**src/rtl/apb_multichannel_bridge.sv**
```systemverilog
// APB3 slave bridging CPU register accesses to CH_NUM channels through outbound/inbound FIFOs.
// One wait state minimum, more while the outbound FIFO is full. Optional IRQ: APB_BRIDGE_IRQ_EN.
module apb_multichannel_bridge #(
   parameter int DATA_W  = 32,
   parameter int ADDR_W  = 16,
   parameter int CH_NUM  = 4,
   parameter int CH_W    = 2,
   parameter int CFG_W   = 16,
   parameter int STAT_W  = 16,
   parameter int WRF_BIT = 3
) (
   input  logic                     pclk,
   input  logic                     preset_n,
   input  logic [ADDR_W-1:0]        paddr,
   input  logic                     psel,
   input  logic                     penable,
   input  logic                     pwrite,
   input  logic [DATA_W-1:0]        pwdata,
   output logic                     pready,
   output logic [DATA_W-1:0]        prdata,
   output logic                     pslverr,
   input  logic                     fifo_write_full,
   input  logic                     fifo_write_empty,
   output logic [CH_W+2+DATA_W-1:0] fifo_write_data,
   output logic                     fifo_write_inc,
   input  logic                     fifo_read_empty,
   input  logic [CH_W+2+DATA_W-1:0] fifo_read_data,
   output logic                     fifo_read_inc,
   output logic                     irq
);
   localparam int FW = CH_W + 2 + DATA_W;

   typedef enum logic [1:0] {IDLE, DECODE, WAIT_FIFO, RESP} state_t;

   state_t                        state_q, state_d;
   logic [CH_W-1:0]               sel_ch_q, sel_ch_d;
   logic [DATA_W-1:0]             prdata_q, prdata_d;
   logic                          pslverr_q, pslverr_d;
   logic                          wr_inc_q, wr_inc_d;
   logic [FW-1:0]                 wr_dat_q, wr_dat_d;
   logic                          rd_inc_q, rd_inc_d;
   logic [CH_NUM-1:0][CFG_W-1:0]  cfg_q, cfg_d;
   logic [CH_NUM-1:0][DATA_W-1:0] data_q, data_d;
   logic [CH_NUM-1:0][STAT_W-1:0] stat_q, stat_d;
   logic [CH_NUM-1:0]             wrf_q, wrf_d;
   logic                          push;

   logic a_cfg, a_data, a_stat, a_chan, a_mask, a_valid, a_err;
   assign a_cfg  = (paddr == ADDR_W'(1));
   assign a_data = (paddr == ADDR_W'(2));
   assign a_stat = (paddr == ADDR_W'(3));
   assign a_chan = (paddr == ADDR_W'(4));
`ifdef APB_BRIDGE_IRQ_EN
   logic [CH_NUM-1:0] mask_q, mask_d;
   logic              irq_q, irq_d;
   assign a_mask = (paddr == ADDR_W'(5));
`else
   assign a_mask = 1'b0;
`endif
   assign a_valid = a_cfg | a_data | a_stat | a_chan | a_mask;
   assign a_err   = !a_valid || (pwrite && a_stat) ||
                    (pwrite && a_chan && (pwdata >= DATA_W'(CH_NUM)));

   logic [CH_W-1:0]   in_ch;
   logic [1:0]        in_mod;
   logic [DATA_W-1:0] in_pld;
   assign in_ch  = fifo_read_data[FW-1 -: CH_W];
   assign in_mod = fifo_read_data[DATA_W +: 2];
   assign in_pld = fifo_read_data[DATA_W-1:0];

   // Read mux for the selected channel; FIFO levels are overlaid live onto STATUS.
   logic [DATA_W-1:0] rd_val;
   logic [STAT_W-1:0] stat_rd;
   logic [CFG_W-1:0]  cfg_rd;
   logic [DATA_W-1:0] data_rd;
   always_comb begin
      stat_rd = '0;
      cfg_rd  = '0;
      data_rd = '0;
      for (int c = 0; c < CH_NUM; c++) begin
         if (sel_ch_q == CH_W'(c)) begin
            stat_rd          = stat_q[c];
            stat_rd[WRF_BIT] = wrf_q[c];
            cfg_rd           = cfg_q[c];
            data_rd          = data_q[c];
         end
      end
      stat_rd[8] = fifo_write_full;
      stat_rd[9] = fifo_write_empty;
      rd_val = '0;
      if (a_cfg)  rd_val = DATA_W'(cfg_rd);
      if (a_data) rd_val = data_rd;
      if (a_stat) rd_val = DATA_W'(stat_rd);
      if (a_chan) rd_val = DATA_W'(sel_ch_q);
`ifdef APB_BRIDGE_IRQ_EN
      if (a_mask) rd_val = DATA_W'(mask_q);
`endif
   end

   always_comb begin
      state_d   = state_q;
      sel_ch_d  = sel_ch_q;
      prdata_d  = prdata_q;
      pslverr_d = pslverr_q;
      wr_inc_d  = 1'b0;
      wr_dat_d  = '0;
      cfg_d     = cfg_q;
      data_d    = data_q;
      stat_d    = stat_q;
      wrf_d     = wrf_q;
      push      = 1'b0;
`ifdef APB_BRIDGE_IRQ_EN
      mask_d    = mask_q;
`endif
      case (state_q)
         IDLE: begin
            if (psel && penable) state_d = DECODE;
         end
         DECODE: begin
            state_d = RESP;
            if (a_err) begin
               pslverr_d = 1'b1;
            end else if (!pwrite) begin
               prdata_d = rd_val;
               if (a_data) begin
                  for (int c = 0; c < CH_NUM; c++)
                     if (sel_ch_q == CH_W'(c)) wrf_d[c] = 1'b0;
               end
            end else if (a_cfg || a_data) begin
               if (fifo_write_full) state_d = WAIT_FIFO;
               else                 push    = 1'b1;
            end else if (a_chan) begin
               sel_ch_d = pwdata[CH_W-1:0];
            end
`ifdef APB_BRIDGE_IRQ_EN
            else begin
               mask_d = pwdata[CH_NUM-1:0];
            end
`endif
         end
         WAIT_FIFO: begin
            if (!fifo_write_full) begin
               push    = 1'b1;
               state_d = RESP;
            end
         end
         RESP: begin
            state_d   = IDLE;
            prdata_d  = '0;
            pslverr_d = 1'b0;
         end
         default: state_d = IDLE;
      endcase

      if (push) begin
         wr_inc_d = 1'b1;
         wr_dat_d = {sel_ch_q, (a_data ? 2'd1 : 2'd0), pwdata};
      end

      // Inbound words are consumed at most every other cycle; set beats a same-cycle clear.
      rd_inc_d = !fifo_read_empty && !rd_inc_q;
      if (rd_inc_d) begin
         for (int c = 0; c < CH_NUM; c++) begin
            if (in_ch == CH_W'(c)) begin
               case (in_mod)
                  2'd0: cfg_d[c] = in_pld[CFG_W-1:0];
                  2'd1: begin
                     data_d[c] = in_pld;
                     wrf_d[c]  = 1'b1;
                  end
                  2'd2: begin
                     stat_d[c]          = in_pld[STAT_W-1:0];
                     stat_d[c][WRF_BIT] = 1'b0;
                     if (in_pld[WRF_BIT]) wrf_d[c] = 1'b1;
                  end
                  default: ;
               endcase
            end
         end
      end
`ifdef APB_BRIDGE_IRQ_EN
      irq_d = |(wrf_d & mask_d);
`endif
   end

   always_ff @(posedge pclk or negedge preset_n) begin
      if (!preset_n) begin
         state_q   <= IDLE;
         sel_ch_q  <= '0;
         prdata_q  <= '0;
         pslverr_q <= 1'b0;
         wr_inc_q  <= 1'b0;
         wr_dat_q  <= '0;
         rd_inc_q  <= 1'b0;
         cfg_q     <= '0;
         data_q    <= '0;
         stat_q    <= '0;
         wrf_q     <= '0;
      end else begin
         state_q   <= state_d;
         sel_ch_q  <= sel_ch_d;
         prdata_q  <= prdata_d;
         pslverr_q <= pslverr_d;
         wr_inc_q  <= wr_inc_d;
         wr_dat_q  <= wr_dat_d;
         rd_inc_q  <= rd_inc_d;
         cfg_q     <= cfg_d;
         data_q    <= data_d;
         stat_q    <= stat_d;
         wrf_q     <= wrf_d;
      end
   end

`ifdef APB_BRIDGE_IRQ_EN
   always_ff @(posedge pclk or negedge preset_n) begin
      if (!preset_n) begin
         mask_q <= '0;
         irq_q  <= 1'b0;
      end else begin
         mask_q <= mask_d;
         irq_q  <= irq_d;
      end
   end
   assign irq = irq_q;
`else
   assign irq = 1'b0;
`endif

   assign pready          = (state_q == RESP);
   assign prdata          = prdata_q;
   assign pslverr         = pslverr_q;
   assign fifo_write_inc  = wr_inc_q;
   assign fifo_write_data = wr_dat_q;
   assign fifo_read_inc   = rd_inc_q;

endmodule

```
**config.mk**
```make
export PLATFORM = sky130hd
export DESIGN_NAME = apb_multichannel_bridge
export DESIGN_NICKNAME = d
export VERILOG_FILES = /design/src/rtl/apb_multichannel_bridge.sv
export SDC_FILE = /design/constraint.sdc
export NUM_CORES = 1
export LEC_CHECK = 0
export BUFFER_PORTS_ARGS = -buffer_cell sky130_fd_sc_hd__buf_2
export CAP_MARGIN = 5
export CELL_PAD_IN_SITES_DETAIL_PLACEMENT = 1
export CELL_PAD_IN_SITES_GLOBAL_PLACEMENT = 1
export CORE_MARGIN = 5
export CORE_UTILIZATION = 49
export DETAILED_ROUTE_END_ITERATION = 10
export PLACE_DENSITY = 0.76
export SETUP_SLACK_MARGIN = 0.4
export SYNTH_ARGS = -nofsm -noshare
export SYNTH_HDL_FRONTEND = slang
export SYNTH_SLANG_ARGS = --single-unit
```
**constraint.sdc**
```tcl
create_clock -name pclk -period 2.7 [get_ports pclk]
set_input_delay 0.27 -clock pclk [delete_from_list [all_inputs] [get_ports pclk]]
set_output_delay 0.27 -clock pclk [all_outputs]
set_load 0.01 [all_outputs]
```
# Word-level counts from Yosys, hierarchy flattened
# Cells that the tools add are included.
dict set report classes {
  order_cmp 1
  eq_ne 20
  muxes 57
  bitwise 5
  n_reduce_logical 32
}
# op count
set ops {}
lappend ops {{$mux 32} 9}
lappend ops {{$mux 16} 9}
lappend ops {{$pmux 32 s2} 1}
lappend ops {{$reduce_and 3->1} 13}
lappend ops {{$mux 36} 1}
lappend ops {{$eq 16x2->1 const B} 2}
lappend ops {{$ge 32x3->1 const B} 1}
lappend ops {{$mux 1} 23}
lappend ops {{$mux 4} 5}
lappend ops {{$eq 16x1->1 const B} 1}
lappend ops {{$eq 16x3->1 const B} 1}
lappend ops {{$eq 2x2->1 const B} 7}
lappend ops {{$pmux 1 s2} 6}
lappend ops {{$ne 2x2->1 const B} 5}
lappend ops {{$eq 2x1->1 const B} 4}
lappend ops {{$logic_not 2->1} 4}
lappend ops {{$pmux 2 s4} 1}
lappend ops {{$logic_and 1x1->1} 5}
lappend ops {{$reduce_and 5->1} 1}
lappend ops {{$mux 2} 2}
lappend ops {{$reduce_and 2->1} 2}
lappend ops {{$logic_not 1->1} 3}
lappend ops {{$logic_or 1x1->1} 3}
lappend ops {{$or 1x1->1} 3}
lappend ops {{2 further kinds} 3}
dict set report totals {
  regBits 331
  out_inout_bits 73
  wordCells 135
}

# Logic depth before layout (Yosys ltp)
dict set report logic_depth {
  ltp_word 13
  ltp_mapped 9
}

# Least setup slack after synthesis
# OpenSTA, ideal clock, no wires.
dict set report synth_path {
  path_type {reg2reg}
  from {reg sel_ch_q[0]}
  to {reg prdata_q[10] (netlist: prdata[10])}
  arrival_time_ns 1.797
  required_ns 2.574
  path_slack_ns 0.777
  stages_incl_launch_ff 7
  n_path_buf 3
  synth_period_minus_slack_ns 1.923
  path_cell_list {dfrtp_1 -> buf_2 -> buf_2 -> buf_2 -> mux4_2 -> a32oi_1 -> o21ai_1}
}
dict set report synth_via {
  elab_chain_len 12
  word_cells_on_any_way 23
  cone_classes {3 x eq/ne; 19 x mux; 1 x reduce/logical}
}
# element line
set synth_rtl {}
lappend synth_rtl {{start: declaration} 36} ;# logic [CH_W-1:0] sel_ch_q, sel_ch_d;
lappend synth_rtl {{start signal: assignment} 201} ;# sel_ch_q <= sel_ch_d;
lappend synth_rtl {{$logic_not 2->1} 81} ;# if (sel_ch_q == CH_W'(c)) begin
lappend synth_rtl {{$mux 16 (4 in a row)} 81}
lappend synth_rtl {{$mux 16} 91} ;# if (a_cfg) rd_val = DATA_W'(cfg_rd);
lappend synth_rtl {{$mux 32} 92} ;# if (a_data) rd_val = data_rd;
lappend synth_rtl {{$mux 32 *} 93} ;# if (a_stat) rd_val = DATA_W'(stat_rd);
lappend synth_rtl {{$mux 32 *} 94} ;# if (a_chan) rd_val = DATA_W'(sel_ch_q);
lappend synth_rtl {{$mux 32 *} 123} ;# end else if (!pwrite) begin
lappend synth_rtl {{$mux 32 *} 121} ;# if (a_err) begin
lappend synth_rtl {{$pmux 32 s2 *} 115} ;# case (state_q)
lappend synth_rtl {{end signal: assignment} 202} ;# prdata_q <= prdata_d;
lappend synth_rtl {{end: declaration} 37} ;# logic [DATA_W-1:0] prdata_q, prdata_d;
# Every way passes the cells marked *; elsewhere a longest branch is shown, timed or not. The select of a mux whose other input is x is not followed.
# A chain may end at the register's enable or synchronous reset.

# Final worst setup path
dict set report layout_path {
  from {reg sel_ch_q[0]}
  to {reg prdata_q[1] (netlist: prdata[1])}
}
# The elaborated chain is that of the path after synthesis.

==> results.yml <==
sta:
  fin_skew_ns: 0.0108
  drv_slew: 0
  setup_viol: 0
  max_freq_mhz: 478
  timing.hold.ws_ns: 0.00644
  setup_tns_ns: 0
  rsz0062_at_grt: "no"
  fin_crit_sh_pct: 77.5
  layout_setup_ws_ns: 0.607
  tightestPinTransition_ns: 0.550
  period_needed_ns: 2.09
  final-hold-violation-count: 0
  slew_headroom_pct: 63.2
synth:
  synthTopCellsByArea: "dfrtp_1 57%, mux2_2 18%, mux4_2 9.6%"
  avgSynthCellArea_um2: 14.8
  ys_types: 52
  ys_ff_latch: 322
  seq_area_frac_synth_pct: 57.0
  synth_edf_count: 0
  synthCells: 953
  syn_area_mm2: 0.0141
  async_reset_ff_share_pct: 100
  yosys_warnings: 0
  synth_top_area_share_pct: 57.0
  synthFlopType: "dfrtp_1"
  synth_area_leader_cell: "dfrtp_1"
worst_setup_path:
  crit_fanout: 27
  path_class: "reg -> reg"
  end_kind: "register"
  critPathLaunchType: "register"
  arrival_ns: 2.48
  rrSetupSlack_ns: 0.61
  r2r-start: "sel_ch_q[0]"
  setup.worst_path.end: "prdata[1]"
  startpoint: "sel_ch_q[0]"
  r2r-end: "prdata[1]"
  cp.required_ns: 3.09
  reg2reg_depth: 6
place:
  place_area_mm2: 0.0155
  hpwlAfterDp_um: 23700
  io_buffers: 162
  gp_congestion: 0.782
  dp_slack_ns: 0.330
clock_network:
  cts_root_buf: "clkbuf_16"
  clockBufferDepth: 3
  cts-buffers-inserted: 35
  clk_latency_ns: 0.51
  htreeDepth: 2
  cts_tree: "yes"
  cts.clk_slew.worst_paths_ns: 0.06
  clock-sinks: 322
flow_run:
  cap_violations: 0
global_routing:
  grt_pass1_wl_um: 60200
  antenna_found_initial: 0
  grt_overflow: 0
  grt_usage_pct: 23.4
  grt_start_max_net_pins: 66
  grt_pass1_vias: 10100
route:
  drtIter0Drc: 400
  detail_route.wl_per_cell_um: 24.1
  firstDrtPassIters: 5
  via_count: 8839
  drc_errors: 0
  ant_nets: 0
  viasPerCell: 5.70
  wirelength_um: 37400
power_and_ir_drop:
  vdd_drop_max_mv: 0.598
  powerDensity_mw_per_mm2: 802
  power.leakage_nw: 7.87
  power_mw: 13.6
finish:
  fillers: 2695
  mostFrequentLayoutCells: "320 x dfrtp_1, 229 x mux2_2, 161 x buf_2"
  final_area_mm2: 0.0170
  area_delta_synth_final_pct: 20.3
  drive_above_1_share_pct: 48.9
  antennaDiodeCount: 0
  final_nets: 1245
  layout_commonest_cell: "dfrtp_1"
floorplanning:
  pin_count: 165
  die-area_mm2: 0.0323
  core_region_area_mm2: 0.0286
  row_count: 62
  fp.dieW_um: 180
  die_y_um: 180
  start_util_pct: 49.4
run_status:
  status: "finished clean"
worst_hold_path:
  hold_class: "in -> reg"
-- what timing repair did --
item / 4_1_cts / 5_1_grt
buffers inserted: 0 / 1
setup endpoints to repair: 0 / 32
resized for setup: 0 / 3
hold endpoints to repair: 83 / 0
hold buffers: 25 / 0
-- worst min path at each step --
stage,from,to,depth (start not counted)
final,pwdata[27],fifo_write_data[27],2
after global routing,pwdata[7],fifo_write_data[7],2
after CTS,pwdata[7],fifo_write_data[7],2
after detailed placement,preset_n,data_q[20],1
after global placement,preset_n,data_q[19],1
after floorplan,preset_n,cfg_q[0],0
-- registers in the layout, indices dropped and copies added (netlist names) --
register and cells:
cfg_q 64, data_q 128, fifo_read_inc 1, fifo_write_data 35, fifo_write_inc 1, prdata 32, pslverr 1, sel_ch_q 2
stat_q 52, state_q 2, wrf_q 4
-- kinds of logic (layout without fill, tap and decap cells) --
group                    Yosys count  in the layout  share of synthesized area, %
AND/OR/NAND/NOR                  130            130                          5.19
multiplexers                     311            311                          29.6
XOR/XNOR                           1              1                        0.0620
buffers and inverters             95            309                          2.97
other                              1              2                        0.0265
adder cells (fa/ha/maj)            8              8                         0.708
flip-flops                       322            322                          57.0
AO/OA/AOI/OAI                     85             85                          4.39
-- power by group --
group / leakage (nW) / switching [mW] / total, mW / internal [mW]
Sequential: 4.12 / 0.485 / 6.27 / 5.78
Combinational: 3.13 / 0.968 / 2.20 / 1.23
Clock: 0.616 / 1.89 / 5.17 / 3.28
Total: 7.87 / 3.34 / 13.6 / 10.3
-- metal layers --
metal	GRT usage [%]	part of all wire, %
met3	3.40	4.1
met1	31.8	43
met5	0	0
met2	40.4	51
met4	5.00	1.5
-- stage by stage --
step	std cells	utilization (%)
final	1552	59.4
after global routing	1552	59.4
after CTS	1551	59.3
after detailed placement	1466	54.0
after global placement	1466	54.0
after floorplan	954	-
-- final cells by class --
class	instances	area, um2	area share, %
Sequential cell	322	8070	47.5
Multi-Input combinational cell	537	5670	33.3
Timing Repair Buffer	226	1440	8.47
Clock buffer	50	1050	6.21
Tap cell	384	480	2.83
Clock inverter	10	203	1.19
Inverter	23	86.3	0.508
-- Yosys cell counts (3+ instances only) --
master	number
dfrtp_1	322
mux2_2	229
mux4_2	60
nand2_1	40
and2_1	36
clkbuf_1	31
inv_1	23
buf_2	20
mux2_1	20
o21ai_1	20
a22oi_1	19
a32oi_1	14
buf_1	13
nor4_1	11
nor2_1	10
o21ai_2	10
ha_1	8
buf_4	6
a21oi_1	5
o41ai_1	5
nand4_1	4
and3_1	3
nand2b_1	3
nor2b_1	3
nor3_1	3
-- critical path: stages, from the launching register on --
cell,delay [ns]
dfrtp_4,0.76
buf_4,0.30
mux2_2,0.36
o221ai_1,0.23
a21oi_1,0.10
nor2_1,0.11
o41ai_1,0.08
No activity file was read; power rests on OpenSTA's default activity.
